[src/rtl/calc_arb_pkg.sv]
// Shared types and constants for the two-requester calculator arbiter.
package calc_arb_pkg;
    typedef enum logic [1:0] {
        IDLE  = 2'd0,
        ISSUE = 2'd1,
        WAIT  = 2'd2,
        RESP  = 2'd3
    } state_t;

    localparam int OP_W        = 2;
    localparam int DEF_TIMEOUT = 15;
endpackage

[src/rtl/arb_rr2.sv]
// Two-way round-robin picker: a lone requester always wins, ptr breaks ties.
module arb_rr2 (
    input  logic [1:0] valid,
    input  logic       ptr,
    output logic [1:0] grant,
    output logic       gidx
);
    always_comb begin
        gidx  = (valid == 2'b11) ? ptr : valid[1];
        grant = 2'b00;
        if (valid[gidx]) begin
            grant = gidx ? 2'b10 : 2'b01;
        end
    end
endmodule

[src/rtl/calc_arbiter.sv]
// Shares one calculator between two requesters: round-robin accept, go/done
// sequencing, response hold and a watchdog that aborts and resets a hung calc.
module calc_arbiter
    import calc_arb_pkg::*;
#(
    parameter int WIDTH   = 4,
    parameter int TIMEOUT = DEF_TIMEOUT
) (
    input  logic             clk,
    input  logic             rst,
    input  logic [1:0]       req_valid,
    output logic [1:0]       req_ready,
    input  logic [OP_W-1:0]  req_op0,
    input  logic [WIDTH-1:0] req_a0,
    input  logic [WIDTH-1:0] req_b0,
    input  logic [OP_W-1:0]  req_op1,
    input  logic [WIDTH-1:0] req_a1,
    input  logic [WIDTH-1:0] req_b1,
    output logic [1:0]       rsp_valid,
    input  logic [1:0]       rsp_ready,
    output logic [WIDTH-1:0] rsp_data,
    output logic             rsp_err,
    output logic             calc_go,
    output logic             calc_rst,
    output logic [OP_W-1:0]  calc_op,
    output logic [WIDTH-1:0] calc_a,
    output logic [WIDTH-1:0] calc_b,
    input  logic             calc_done,
    input  logic [WIDTH-1:0] calc_result
);
    localparam int CNT_W = $clog2(TIMEOUT) + 1;

    state_t           state, state_nx;
    logic             ptr, owner;
    logic [CNT_W-1:0] cnt;
    logic [1:0]       grant;
    logic             gidx;
    logic             accept, timeout_hit, rsp_take;

    arb_rr2 u_arb (
        .valid (req_valid),
        .ptr   (ptr),
        .grant (grant),
        .gidx  (gidx)
    );

    assign accept      = (state == IDLE) && (grant != 2'b00);
    assign timeout_hit = (cnt == CNT_W'(TIMEOUT - 1));
    assign rsp_take    = (state == RESP) && rsp_ready[owner];

    always_ff @(posedge clk or posedge rst) begin
        if (rst) state <= IDLE;
        else     state <= state_nx;
    end

    always_comb begin
        state_nx = state;
        case (state)
            IDLE:    if (accept) state_nx = ISSUE;
            ISSUE:   state_nx = WAIT;
            WAIT:    if (calc_done || timeout_hit) state_nx = RESP;
            RESP:    if (rsp_take) state_nx = IDLE;
            default: state_nx = IDLE;
        endcase
    end

    // req_ready is gated by rst so every output reads 0 while reset is held.
    always_comb begin
        req_ready = (state == IDLE && !rst) ? grant : 2'b00;
        calc_go   = (state == ISSUE);
        rsp_valid = 2'b00;
        if (state == RESP) rsp_valid = owner ? 2'b10 : 2'b01;
    end

    always_ff @(posedge clk or posedge rst) begin
        if (rst) begin
            ptr      <= 1'b0;
            owner    <= 1'b0;
            cnt      <= '0;
            calc_op  <= '0;
            calc_a   <= '0;
            calc_b   <= '0;
            rsp_data <= '0;
            rsp_err  <= 1'b0;
            calc_rst <= 1'b0;
        end else begin
            calc_rst <= 1'b0;
            case (state)
                IDLE: if (accept) begin
                    owner   <= gidx;
                    calc_op <= gidx ? req_op1 : req_op0;
                    calc_a  <= gidx ? req_a1  : req_a0;
                    calc_b  <= gidx ? req_b1  : req_b0;
                end
                ISSUE: cnt <= '0;
                WAIT: begin
                    // Saturating count so a stuck compare can never wrap.
                    if (cnt != '1) cnt <= cnt + CNT_W'(1);
                    if (calc_done) begin
                        rsp_data <= calc_result;
                        rsp_err  <= 1'b0;
                    end else if (timeout_hit) begin
                        rsp_data <= '0;
                        rsp_err  <= 1'b1;
                        calc_rst <= 1'b1;
                    end
                end
                RESP: if (rsp_take) ptr <= ~owner;
                default: ;
            endcase
        end
    end
endmodule

[config.mk]
export PLATFORM = sky130hd
export DESIGN_NAME = calc_arbiter
export DESIGN_NICKNAME = d
export VERILOG_FILES = /design/src/rtl/calc_arb_pkg.sv /design/src/rtl/arb_rr2.sv /design/src/rtl/calc_arbiter.sv
export SDC_FILE = /design/constraint.sdc
export NUM_CORES = 1
export LEC_CHECK = 0
export ABC_AREA = 1
export CAP_MARGIN = 10
export CORE_MARGIN = 1
export CORE_UTILIZATION = 40
export CTS_CLUSTER_DIAMETER = 40
export CTS_CLUSTER_SIZE = 30
export DETAILED_ROUTE_END_ITERATION = 6
export GPL_TIMING_DRIVEN = 0
export PLACE_DENSITY = 0.81
export SLEW_MARGIN = 20
export SYNTH_ARGS = -nofsm -noshare
export SYNTH_HDL_FRONTEND = slang
export SYNTH_SLANG_ARGS = --single-unit
export TNS_END_PERCENT = 10
[constraint.sdc]
create_clock -name clk -period 4 [get_ports clk]
set_input_delay 1 -clock clk [delete_from_list [all_inputs] [get_ports clk]]
set_output_delay 1 -clock clk [all_outputs]
set_load 0.02 [all_outputs]
== Yosys cells after proc, flatten, opt, wreduce, memory -nomap -nowiden ==
Cells that the tools add are included.
W data, S select, Z words.
Storage, ports and cells
  flip-flop bits (word level): 25
  logic and storage cells: 64
Operators by class
  $lt $le $gt $ge: 2
  multiplexer cells: 26
  reduce and logical (&&, ||, !) cells: 14
  bitwise gates (word level): 1
  equal/unequal tests: 10
  $add $sub $neg: 1
Operator list (count)
  $mux W2: 9
  $mux W4: 4
  $mux W1: 10
  $pmux W5 S2: 1
  $ne A2 B2 Y1 const B: 4
  $pmux W2 S4: 1
  $reduce_and A2 Y1: 4
  $eq A2 B2 Y1 const B: 3
  $reduce_bool A2 Y1: 3
  $add A5 B1 Y5 const B: 1
  $eq A5 B4 Y1 const B: 1
  $mux W5: 1
  $ne A5 B5 Y1 const B: 1
  $lt A1 B2 Y1 const B: 2
  $logic_and A1 B1 Y1: 3
  $reduce_and A3 Y1: 1
  $eq A2 B1 Y1 const B: 1
  $logic_not A2 Y1: 1
  $logic_not A1 Y1: 1
  $logic_or A1 B1 Y1: 1
  $not A1 Y1: 1

== Longest topological paths before layout ==
Gate-level depths: netlist (run 1).
  word-level depth: 9
  depth in mapped cells: 10
  depth with buffers taken out: 10

== Hierarchy ==
A second synthesis (run 1) with hierarchy kept.
Second synthesis, totals
  cell total of the unflattened synthesis: 167
  area, all modules: 1352.5 um^2
Modules (own cells, without submodules)
  calc_arbiter: area an instance 1327.5 um^2, cells an instance 161, sequential area each 625.6 um^2, instances 1
  arb_rr2: area an instance 25.0 um^2, cells an instance 6, sequential area each 0.0 um^2, instances 1

== Worst setup path after synthesis (run 1) ==
Ideal clock, no wire load.
  kind: input-to-output
  start: input rst
  end: output req_ready[0]
  slack: 1.144 ns
  data arrival time: 1.856 ns
  cell stages on the path: 3
  path through: inv_1 nand3_1 inv_1
Between the ends
  longest elaborated chain between the ends: 3
Ends and longest elaborated chain
  from (decl): RTL line calc_arbiter.sv:10  | input logic rst,
  $logic_not A1 Y1 (no source line)
  $logic_and A1 B1 Y1: RTL line calc_arbiter.sv:69  | req_ready = (state == IDLE && !rst) ? grant : 2'b00;
  $mux W2: RTL line calc_arbiter.sv:69
  to (decl): RTL line calc_arbiter.sv:12  | output logic [1:0] req_ready,
Every way passes these cells.

== Final worst setup path (run 1) ==
Ends and elaborated chain as after synthesis.

==> metrics.md, run 1 <==
| Metric | Value |
|---|---|
| Status | finished, final reports clean |
| RR Startpoint | cnt[1] |
| Htree depth | 1 |
| Pre-Repair DR Iteration Count | 4 |
| PwrDens | 641 nW/um^2 |
| Initial core utilization | 0.429 |
| RSZ-0062 raised after global routing | false |
| Post-CTS sizing | 1 |
| Wirelength, routed | 2880 microns |
| Int Pwr | 0.714 mW |
| Root Buffer | clkbuf_4 |
| Area grow syn2layout | 43.8% |
| CP Class | input port to primary output |
| Buffers on Ports | 50 |
| Final Hold Viols | 0 |
| Largest net degree at the start of global routing | 27 |
| Initial detailed-routing violation count | 41 |
| Hold Path Class | register to register |
| Crit path from | rst |
| HP Start | rsp_data[0] |
| Peak VDD IR | 272 uV |
| WP data arrival | ~2800 ps |
| Slew HR | 0.642 |
| Synth Instances | 171 |
| Slew Limit Fails | 0 |
| CTS Buf Count | 3 |
| Clock power frac | 0.091 |
| GR Overflow Total | 0 |
| Final setup violation count | 0 |
| Die ar. | roughly 3600 sq um |
| Dpl hpwl | 2300 microns |
| Netlist cell types | 18 |
| Die width | between 50 and 60 microns |
| Max cap viols | 0 |
| Number of diodes | 0 |
| Row cnt | 20 |
| Clk Latency, worst-skew pair | 320 ps |
| Layout cells sized above 1 | 0.0622 |
| Vias per inst | 4.65 |
| Post-CTS setup buffer count | 0 |
| DRT antenna net count | 0 |
| Critical path required time | 3000 ps |
| DRC viols | 0 |
| Net Count, Synth | 210 |
| Part of the power in registers | 0.347 |
| Clock buffer depth | 2 |
| Clk sinks | 25 |
| DP Area | roughly 1900 sq um |
| #FFs+latches synth | 25 |
| Placed Cells | 265 |
| Placer congestion estimate | a little over 0.8 |
| Post-cts hold buffer count | 0 |
| Total Neg Setup Slack | 0 ps |
| Vias in the first global route | 1099 |
| Worst Tran Pin Value | 536 ps |
| Leakage | 0.930 nW |
| CP Launch Type | input port |
| Crit path time final | 3810 ps |
| Clk slew on worst S/H paths | 130 ps |
| First-pass GRT wire length | roughly 4600 microns |
| Final period utilization | 0.952 |
| Nets | 265 |
| Seq/Total Area, Yosys | 0.466 |
| Switch Pwr | 0.521 mW |
| Design area | 1930 sq um |
| Die Ht | between 50 and 60 microns |
| GR Util All Layers | 0.173 |
| Initial antenna violation count | 0 |
| Critical path capture point type | primary output |
| Synthesized area per cell | 7.84 sq um |
| Switching portion of total power | 0.422 |
| Core box area | between 3000 and 4000 sq um |
| Layout Skew | ~3 ps |
| Max Clock Freq | 263 MHz |
| Vias | 1252 |
| Layout Cells excl Fill | roughly 270 |
| Comb pwr share | 0.562 |
| CP max FO | 26 |
| Synth warn | 0 |
| Cell Area, Synth | 1340 sq um |
| CTS tree | yes |
| Avg WL per Cell | around 11 microns |
| Top Ports | 52 |
layout by cell type, fill, tap and decap left out, drive strengths merged, types with 4 or more instances in the layout:
| master | n |
|---|---|
| clkdlybuf4s50 | 50 |
| nand2 | 40 |
| inv | 25 |
| dfrtp | 25 |
| o21ai | 23 |
| nor2 | 15 |
| nand3 | 14 |
| a21oi | 8 |
| ha | 8 |
| buf | 5 |
| clkbuf | 4 |
registers in the layout (all words and copies together), names as in the netlist:
name,cells
calc_a,4
calc_b,4
calc_op,2
calc_rst,1
cnt,5
owner,1
ptr,1
rsp_data,4
rsp_err,1
state,2
cell type report:
| cell class | count | area, sq um |
|---|---|---|
| fillers | 297 | 1200 |
| clock inverters | 1 | 5.00 |
| flip-flops and latches | 25 | 626 |
| inverters | 26 | 101 |
| repair buffers | 50 | 500 |
| clock buffers | 3 | 22.5 |
| multi-input cells | 114 | 579 |
| plain buffers | 6 | 38.8 |
| well taps | 44 | 55.1 |
cells in the mapped netlist:
cell type	count	share of area
inv_1	26	0.073
buf_6	1	0.0084
or2_2	1	0.0047
buf_4	1	0.0056
nor2_4	1	0.0084
nor2_2	1	0.0047
dfrtp_1	25	0.47
o22ai_1	2	0.0093
nand3_1	14	0.052
a21oi_1	8	0.030
nand2_1	40	0.11
o21ai_1	4	0.015
clkbuf_2	1	0.0037
ha_1	8	0.075
a31oi_1	3	0.014
o21ai_0	19	0.071
buf_2	3	0.011
nor2_1	13	0.036
worst max-delay path, stage by stage:
cell and delay, ps:
clkdlybuf4s50_1 520, clkinvlp_4 470, nand3_1 240, inv_1 50, clkdlybuf4s50_1 530
power by group through the flow:
stage / clock network (mW) / logic (mW) / registers [mW]
after detailed placement: 0 / 0.704 / 0.436
after global placement: 0 / 0.689 / 0.431
after CTS: 0.117 / 0.706 / 0.430
final: 0.113 / 0.694 / 0.428
after floorplan: 0 / 0.331 / 0.520
after global routing: 0.127 / 0.783 / 0.443
worst paths after layout:
| kind | end | slack [ps] | cells past startpoint |
|---|---|---|---|
| worst max-delay path | req_ready[0] | 190 | 5 |
| worst min-delay path | rsp_data[0] | 490 | 2 |
| worst max register to register | cnt[0] | 2470 | 8 |
| worst min register to register | rsp_data[0] | 490 | 2 |
| max in group asynchronous | calc_a[2] | 2610 | 2 |
| min in group asynchronous | state[0] | 1080 | 2 |
kinds of logic after synthesis:
family | Yosys count | share of synthesized area
AOI/OAI and AO/OA | 36 | 0.139
adders and majority gates | 8 | 0.0746
DFF | 25 | 0.466
and+or+nand+nor | 70 | 0.218
buffers and inverters | 32 | 0.102
per-stage QoR:
stage	utilization	setup slack [ps]	hold slack, ps	total power [mW]
global placement	0.606	6.79	459	1.12
floorplan	-	1140	470	0.851
global route	0.616	32.4	506	1.35
detailed placement	0.606	-12.0	464	1.14
finish	0.616	191	489	1.24
CTS	0.616	121	496	1.25
layer usage:
metal	vias to the layer above	part of all wire	GRT usage
li1	653	-	-
met1	560	0.44	0.216
met2	31	0.49	0.289
met3	8	0.033	0.0238
met4	0	0.033	0.0930
met5	-	0	0
No activity file was read; power rests on OpenSTA's default activity.
==> run 2: changes to the inputs <==
--- a/config.mk
+++ b/config.mk
@@ -10,7 +10,6 @@
 export CORE_MARGIN = 1
 export CORE_UTILIZATION = 40
 export CTS_CLUSTER_DIAMETER = 40
-export CTS_CLUSTER_SIZE = 30
 export DETAILED_ROUTE_END_ITERATION = 6
 export GPL_TIMING_DRIVEN = 0
 export PLACE_DENSITY = 0.81
==> results of run 2 <==
Same layout as run 1: the final DEF is identical, and so are final timing and power.
==> run 3: changes to the inputs <==
--- a/config.mk
+++ b/config.mk
@@ -8,12 +8,11 @@
 export ABC_AREA = 1
 export CAP_MARGIN = 10
 export CORE_MARGIN = 1
-export CORE_UTILIZATION = 40
+export CORE_UTILIZATION = 45
 export CTS_CLUSTER_DIAMETER = 40
 export DETAILED_ROUTE_END_ITERATION = 6
 export GPL_TIMING_DRIVEN = 0
-export PLACE_DENSITY = 0.81
-export SLEW_MARGIN = 20
+export PLACE_DENSITY = 0.89
 export SYNTH_ARGS = -nofsm -noshare
 export SYNTH_HDL_FRONTEND = slang
 export SYNTH_SLANG_ARGS = --single-unit
==> run 3 against run 2 <==
- critical path depth did not move
- final cell count shrank 4.8%
- sequential cell count unchanged
- clock power is essentially flat
- via count grew 2.0%
- die area decreased by 11%
==> metrics.md, run 3 (synthesized netlist as in run 1, its figures left out) <==
| Metric | Value |
|---|---|
| Core box area | 2780 sq um (was 3130 sq um) |
| Nets | 265 (unchanged) |
| Row cnt | 19 (was 20) |
| Root Buffer | clkbuf_4 (unchanged) |
| Most frequent CP cell | clkdlybuf4s50_1 (unchanged) |
| Largest net degree at the start of global routing | 27 (unchanged) |
| Largest Register | cnt (unchanged) |
| Final worst setup slack | 136 ps (was 191 ps) |
| Peak VDD IR | 479 uV (was 272 uV) |
| Hold Path Class | register to register (unchanged) |
| DRC viols | 0 (unchanged) |
| Placer congestion estimate | 0.788 (was 0.816) |
| Leakage | 0.928 nW (was 0.930 nW) |
| Max incr delay on CP | 540 ps (was 530 ps) |
| Final Core Density | 0.687 (was 0.616) |
| Initial antenna violation count | 0 (unchanged) |
| Top Ports | 52 (unchanged) |
| Die width | 56.6 microns (was 59.9 microns) |
| Initial core utilization | 0.482 (was 0.429) |
| Final period utilization | 0.966 (was 0.952) |
| Vias | 1277 (was 1252) |
| Max cap viols | 0 (unchanged) |
| GR Overflow Total | 0 (unchanged) |
| Wirelength, routed | 3020 microns (was 2880 microns) |
| Pre-Repair DR Iteration Count | 4 (unchanged) |
| Overall power | 1.24 mW (about the same) |
| Clk sinks | 25 (unchanged) |
| WP data arrival | 2860 ps (was 2810 ps) |
| Avg WL per Cell | 11.8 microns (was 10.7 microns) |
| Layout cells sized above 1 | 0.0578 (was 0.0622) |
| Most frequent cells in the layout | clkdlybuf4s50_1 (50), nand2_1 (40), inv_1 (25), dfrtp_1 (25), o21ai_0 (19) (unchanged) |
| Post-place setup slack | -21.4 ps (was -12.0 ps) |
| CP max FO | 26 (unchanged) |
| Clock buffer depth | 2 (unchanged) |
| Area grow syn2layout | 42.4% (was 43.8%) |
| Htree depth | 1 (unchanged) |
| Dpl hpwl | 2370 microns (was 2300 microns) |
| RSZ-0062 raised after global routing | false (unchanged) |
| CTS tree | yes (unchanged) |
| Number of fill cells | 221 (was 297) |
| Slew Limit Fails | 0 (unchanged) |
| Critical path capture point type | primary output (unchanged) |
| Max Clock Freq | 259 MHz (was 263 MHz) |
| Critical path required time | 3000 ps (about the same) |
| Post-CTS setup buffer count | 0 (unchanged) |
| Most common cell after layout, fill and taps aside | clkdlybuf4s50_1 (unchanged) |
| CP top delay family | buffers and inverters (unchanged) |
| Post-CTS sizing | 1 (unchanged) |
| Clk slew on worst S/H paths | 130 ps (about the same) |
| Number of diodes | 0 (unchanged) |
| Post-cts hold buffer count | 0 (unchanged) |
| CP Launch Type | input port (unchanged) |
| Cell chain of the critical path | clkdlybuf4s50_1, clkinvlp_4, nand3_1, inv_1, clkdlybuf4s50_1 (unchanged) |
| CTS Buf Count | 3 (unchanged) |
| Layout Skew | 3.24 ps (was 3.05 ps) |
| Status | finished, final reports clean (unchanged) |
| Largest register FFs | 5 (unchanged) |
| Clk Latency, worst-skew pair | 310 ps (was 320 ps) |
| Buffers on Ports | 50 (unchanged) |
| First-pass GRT wire length | 5020 microns (was 4640 microns) |
| Die Ht | 56.6 microns (was 59.9 microns) |
| Worst Tran Pin Value | 557 ps (was 536 ps) |
| Final Hold Viols | 0 (unchanged) |
| Vias per inst | 4.99 (was 4.65) |
| Final setup violation count | 0 (unchanged) |
| DRT antenna net count | 0 (unchanged) |
| GR Util All Layers | 0.194 (was 0.173) |
| Initial detailed-routing violation count | 51 (was 41) |
| Vias in the first global route | 1185 (was 1099) |
| Slew HR | 0.628 (was 0.642) |
| CP max stage cell | clkdlybuf4s50_1 (unchanged) |
| Crit path time final | 3860 ps (was 3810 ps) |
| Die ar. | 3200 sq um (was 3590 sq um) |
| PwrDens | 649 nW/um^2 (was 641 nW/um^2) |
| CP Class | input port to primary output (unchanged) |
| Buf+Inv Stages, Crit Path | 4 (unchanged) |
-- run 3: changes by cell type in the layout (fill, tap and decap cells not counted), sizes merged --
cell and change:
clkbuf +1, clkinv -1
-- run 3: worst register-to-register path, cell delays in order, from the launching register on --
cell	delay, ps
dfrtp_1	430
inv_1	100
ha_1	190
buf_2	170
o21ai_0	410
o22ai_1	150
-- run 3: layout make-up --
type	count	area (sq um)	share of cell area
sequential	25	626	0.327
multi-input combinational	114	579	0.303
timing repair buffer	50	500	0.262
inverter	26	101	0.0530
buffer	6	38.8	0.0203
tap	31	38.8	0.0203
clock buffer	4	26.3	0.0138
-- run 3: power breakdown --
group	internal (mW)	switching [mW]
registers	0.362	0.0685
clock network	0.0389	0.0715
logic	0.315	0.383
-- run 3: final timing paths --
check | start | end | slack, ps | cells after the start
max reg2reg | state[0] | cnt[2] | 2430 | 5
min reg2reg | rsp_data[2] | rsp_data[2] | 480 | 2
max in group asynchronous | rst | rsp_data[1] | 2560 | 2
max | rst | req_ready[0] | 140 | 5
min in group asynchronous | rst | ptr | 1120 | 2
min | rsp_data[2] | rsp_data[2] | 480 | 2
-- run 3: stage by stage --
stage          hold slack (ps)  std cells  TNS, ps  instance area, sq um
2_1_floorplan              470        171        0                  1340
3_3_place_gp               456        252        0                  1880
3_5_place_dp               460        252    -21.4                  1880
4_1_cts                    492        256        0                  1910
5_1_grt                    517        256        0                  1910
6_report                   484        256        0                  1910
-- run 3: layer usage --
layer	wire [microns]	track usage
met3	94	0.0230
met4	43	0.0592
met5	0	0
met2	1580	0.350
met1	1300	0.240
